## src/rtl/bus_copy_initiator.sv

```systemverilog
// Bus-master word copier: reads LEN words from SRC and writes them to DST over the
// native valid/ready memory bus, one read then one write per word, with a ready timeout.
module bus_copy_initiator #(
    parameter int unsigned LEN_W   = 16,
    parameter int unsigned TIMEOUT = 1024
) (
    input  logic             i_clk,
    input  logic             i_reset,
    input  logic             i_start,
    input  logic [31:0]      i_src,
    input  logic [31:0]      i_dst,
    input  logic [LEN_W-1:0] i_len,
    output logic             o_busy,
    output logic             o_done,
    output logic             o_error,
    output logic [LEN_W-1:0] o_words_done,
    output logic             o_mem_valid,
    input  logic             i_mem_ready,
    output logic [3:0]       o_mem_wstrb,
    output logic [31:0]      o_mem_addr,
    output logic [31:0]      o_mem_wdata,
    input  logic [31:0]      i_mem_rdata
);

    localparam int unsigned CNT_W = (TIMEOUT > 1) ? $clog2(TIMEOUT) : 1;

    typedef enum logic [2:0] {StIdle, StRd, StRgap, StWr, StWgap} state_t;

    state_t             r_state;
    state_t             w_state_d;
    logic [31:0]        r_src;
    logic [31:0]        r_dst;
    logic [31:0]        r_data;
    logic [LEN_W-1:0]   r_len;
    logic [LEN_W-1:0]   r_words;
    logic [CNT_W-1:0]   r_wait;
    logic               r_done;
    logic               r_error;

    logic               w_req;
    logic               w_hs;
    logic               w_tmo;
    logic               w_last;
    logic               w_unused_bits;

    assign w_unused_bits = ^{i_src[1:0], i_dst[1:0]};

    assign w_req  = (r_state == StRd) || (r_state == StWr);
    assign w_hs   = w_req && i_mem_ready;
    // A ready on the limit cycle is a handshake, so the timeout needs ready low.
    assign w_tmo  = w_req && !i_mem_ready && (TIMEOUT != 0) &&
                    (r_wait == CNT_W'(TIMEOUT - 1));
    assign w_last = (r_words + 1'b1) == r_len;

    always_ff @(posedge i_clk or posedge i_reset) begin
        if (i_reset) begin
            r_state <= StIdle;
        end else begin
            r_state <= w_state_d;
        end
    end

    always_comb begin
        w_state_d = r_state;
        case (r_state)
            StIdle: begin
                if (i_start && (i_len != '0)) w_state_d = StRd;
            end
            StRd: begin
                if (w_hs)       w_state_d = StRgap;
                else if (w_tmo) w_state_d = StIdle;
            end
            StRgap: w_state_d = StWr;
            StWr: begin
                if (w_hs)       w_state_d = w_last ? StIdle : StWgap;
                else if (w_tmo) w_state_d = StIdle;
            end
            StWgap: w_state_d = StRd;
            default: w_state_d = StIdle;
        endcase
    end

    always_ff @(posedge i_clk or posedge i_reset) begin
        if (i_reset) begin
            r_src   <= '0;
            r_dst   <= '0;
            r_data  <= '0;
            r_len   <= '0;
            r_words <= '0;
            r_wait  <= '0;
            r_done  <= 1'b0;
            r_error <= 1'b0;
        end else begin
            r_done <= 1'b0;
            if ((r_state == StIdle) && i_start) begin
                r_error <= 1'b0;
                r_words <= '0;
                r_src   <= {i_src[31:2], 2'b00};
                r_dst   <= {i_dst[31:2], 2'b00};
                r_len   <= i_len;
                r_done  <= (i_len == '0);
            end
            if (w_req && !w_hs) r_wait <= r_wait + 1'b1;
            else                r_wait <= '0;
            if ((r_state == StRd) && w_hs) r_data <= i_mem_rdata;
            if ((r_state == StWr) && w_hs) begin
                r_words <= r_words + 1'b1;
                r_src   <= r_src + 32'd4;
                r_dst   <= r_dst + 32'd4;
                if (w_last) r_done <= 1'b1;
            end
            if (w_tmo) begin
                r_error <= 1'b1;
                r_done  <= 1'b1;
            end
        end
    end

    assign o_busy       = (r_state != StIdle);
    assign o_done       = r_done;
    assign o_error      = r_error;
    assign o_words_done = r_words;
    assign o_mem_valid  = w_req;
    assign o_mem_wstrb  = (r_state == StWr) ? 4'hF : 4'h0;
    assign o_mem_addr   = (r_state == StWr) ? r_dst : r_src;
    assign o_mem_wdata  = r_data;

endmodule

```

## config.mk

```make
export PLATFORM = sky130hd
export DESIGN_NAME = bus_copy_initiator
export DESIGN_NICKNAME = d
export VERILOG_FILES = /design/src/rtl/bus_copy_initiator.sv
export SDC_FILE = /design/constraint.sdc
export NUM_CORES = 1
export LEC_CHECK = 0
export ABC_AREA = 1
export CORE_MARGIN = 2
export CORE_UTILIZATION = 25
export DETAILED_ROUTE_END_ITERATION = 6
export PLACE_DENSITY = 0.53
export SLEW_MARGIN = 20
export SYNTH_ARGS = -nofsm -noshare
export SYNTH_HDL_FRONTEND = slang
export SYNTH_SLANG_ARGS = --single-unit
```

## constraint.sdc

```tcl
create_clock -name i_clk -period 8.2 [get_ports i_clk]
set_input_delay 2.46 -clock i_clk [delete_from_list [all_inputs] [get_ports i_clk]]
set_output_delay 2.46 -clock i_clk [all_outputs]
set_load 0.01 [all_outputs]
```

==> reports/results.ini <==
[timing]
timing.final.ws_setup_ns=2.62
timing.fmax_ghz=0.179
finalHoldViolCount=0
setup_tns_ns=0
fin_skew_ns=0.0132
fin_crit_ns=5.58
slew_headroom_pct=35.8
drv_slew=0
finalSetupViolCount=0
rsz0062_at_grt=no
finalCritPeriodShare_pct=68.1
worstMarginPinSlew_ns=0.962

[critical_path]
r2r-end=r_dst[10]
cp.required_ns=5.74
rr_startpoint=r_state[2]
slowest_stage=nand2_2
critical_path.endpoint_type=output port
cp.arrival_ns=3.12
crit_type=flop to output port
worst-path-max-fanout=51
rrSetupSlack_ns=4.49
rr_worst_depth=10
path_cells=inv_2 -> nor2_4 -> nand2_2 -> inv_1 -> o21ai_0 -> clkdlybuf4s50_1
max_stage_delay_ns=0.62
start_kind=flop

[drt]
vias_per_cell=4.57
met3WireLength_mm=1.37
drt.antenna.violating_nets=0
top_layer_used=met5
drc=0
wl_mm=27.2
drtPass1Iterations=5
via_count=7801
wl_met1_mm=12.7
drt_iter0_drc=437
wl_per_cell_um=15.9
met2_length_mm=12.6

[place]
io_buffers=197
hpwlAfterDp_mm=19.8
place_congestion=0.867
place_ws_ns=2.62

[power]
leakage_nw=4.78
pwr_density_cell_mw_per_mm2=364
total_power_w=0.00406
vdd_ir_drop_max_uv=157

[synthesis]
yosysWarnings=0
yosysSeqAreaShare_pct=42.3
async_flop_share_pct=100
ys_ff_latch=139
syn_avg_cell_area_um2=7.68
synth.cell_area_mm2=0.00822
ys.flop_type=dfrtp_1
synthCells=1070
synth_edf_count=0
synthDistinctLibCells=46

[grt]
grt_usage_pct=15.9
overflow=0
grt_max_degree=78
grt_pass1_wl_mm=41.9
antenna_found_initial=2
first_global_vias=7572

[floorplanning]
pin_count=204
row_count=66
core_region_area_mm2=0.0325
start_util_pct=25.3
die_width_um=185
fp.dieH_um=185
dieArea_mm2=0.0343

[finish]
final_common_cell=nand2_1
final_cell_mix=nand2_1 (302), clkdlybuf4s50_1 (197), dfrtp_1 (139), inv_1 (102), nor2_1 (88)
final_layout_size_suffix_gt1_share_pct=8.07
num-nets-final=1371
area_growth_pct=35.8

[clock_network]
cts_setup_buffers=0
cts.sinks=139
clockBufferDepth=2
cts_resized=0
clk_latency_ns=0.43
htreeDepth=4
cts_buffers=17
cts_hold_buf=0
path_clk_slew_ns=0.06
cts_tree=yes
root_buffer=clkbuf_16

[job]
cap_violations=0

[run_status]
status=finished, final reports clean

[worst_hold_path]
hp-start=o_error
hp-class=flop to flop
min_delay_path_depth=2
hold_end=o_error

metal layers:
| metal | GRT usage, % | vias up |
|---|---|---|
| met2 | 25.8 | 191 |
| met1 | 21.2 | 3660 |
| met5 | 0 | - |
| li1 | - | 3921 |
| met3 | 3.40 | 27 |
| met4 | 4.79 | 2 |
through the flow:
step           hold WS, ns  area, um2  util, %  cells
2_1_floorplan        0.462       8220        -   1071
3_3_place_gp         0.476      10600     32.6   1673
3_5_place_dp         0.478      10600     32.6   1673
4_1_cts              0.496      11100     34.3   1705
5_1_grt              0.515      11200     34.4   1706
6_report             0.489      11200     34.4   1707
logic make-up after synthesis:
logic type | after synthesis | share of synthesized area [%]
AND/OR/NAND/NOR | 548 | 29.1
AO/OA/AOI/OAI | 178 | 12.7
buffers and inverters | 152 | 7.86
flip-flops | 139 | 42.3
multiplexers | 32 | 5.71
XOR/XNOR | 16 | 1.71
adder cells (fa/ha/maj) | 4 | 0.609
other | 1 | 0.0456
how the worst max path moves through the flow:
stage               slack [ns]  cells after the start        start             end
finish                    2.62                      6   r_state[0]  o_mem_addr[24]
global route              2.38                      6   r_state[0]   o_mem_addr[9]
CTS                       2.56                      6   r_state[0]  o_mem_addr[24]
detailed placement        2.62                     10  i_mem_ready       r_dst[10]
global placement          2.65                     10  i_mem_ready       r_dst[10]
floorplan                 2.02                      1      i_reset          o_done
state kept, by name, indices dropped and copies added (netlist names):
signal / flops
o_done: 1
o_error: 1
o_mem_wdata: 32
o_words_done: 16
r_dst: 30
r_len: 16
r_src: 30
r_state: 3
r_wait: 10
final cells by class:
| cell class | instances | area, um2 |
|---|---|---|
| fill | 3444 | 21300 |
| multi-input combinational | 780 | 4100 |
| sequential | 139 | 3480 |
| timing repair buffer | 204 | 2040 |
| tap | 442 | 553 |
| clock buffer | 18 | 439 |
| inverter | 109 | 414 |
| clock inverter | 14 | 131 |
| antenna | 1 | 2.50 |
worst max-delay path, delay by kind of cell (launching register included):
family | cells | cell delay (ns)
buf+inv | 3 | 1.18
simple gates | 2 | 0.66
compound gates | 1 | 0.47
flops | 1 | 0.39
power by group:
group          leakage [nW]  internal [W]  switching, W  total, W
Sequential             1.72      0.000997      0.000320   0.00132
Combinational          2.78      0.000927       0.00106   0.00198
Clock                 0.276      0.000408      0.000349  0.000757
Total                  4.78       0.00233       0.00173   0.00406
cell usage after synthesis (5+ instances only):
master / n / area [um2]
nor4_1: 8 / 50.1
xor2_1: 11 / 96.3
o221ai_1: 5 / 43.8
nor2_2: 9 / 56.3
nand2_1: 302 / 1130
xnor2_1: 5 / 43.8
nor2_1: 88 / 330
a21oi_1: 30 / 150
inv_2: 5 / 18.8
dfrtp_1: 139 / 3480
a31oi_1: 5 / 31.3
o211ai_1: 21 / 158
mux2_4: 29 / 435
o21ai_0: 80 / 400
inv_1: 103 / 387
buf_4: 8 / 60.1
nor2_4: 7 / 78.8
buf_2: 12 / 60.1
nor3_1: 18 / 90.1
nand4_1: 20 / 125
o22ai_1: 18 / 113
clkbuf_1: 19 / 71.3
nand3_1: 82 / 410
(Power assumes the default switching activity.)
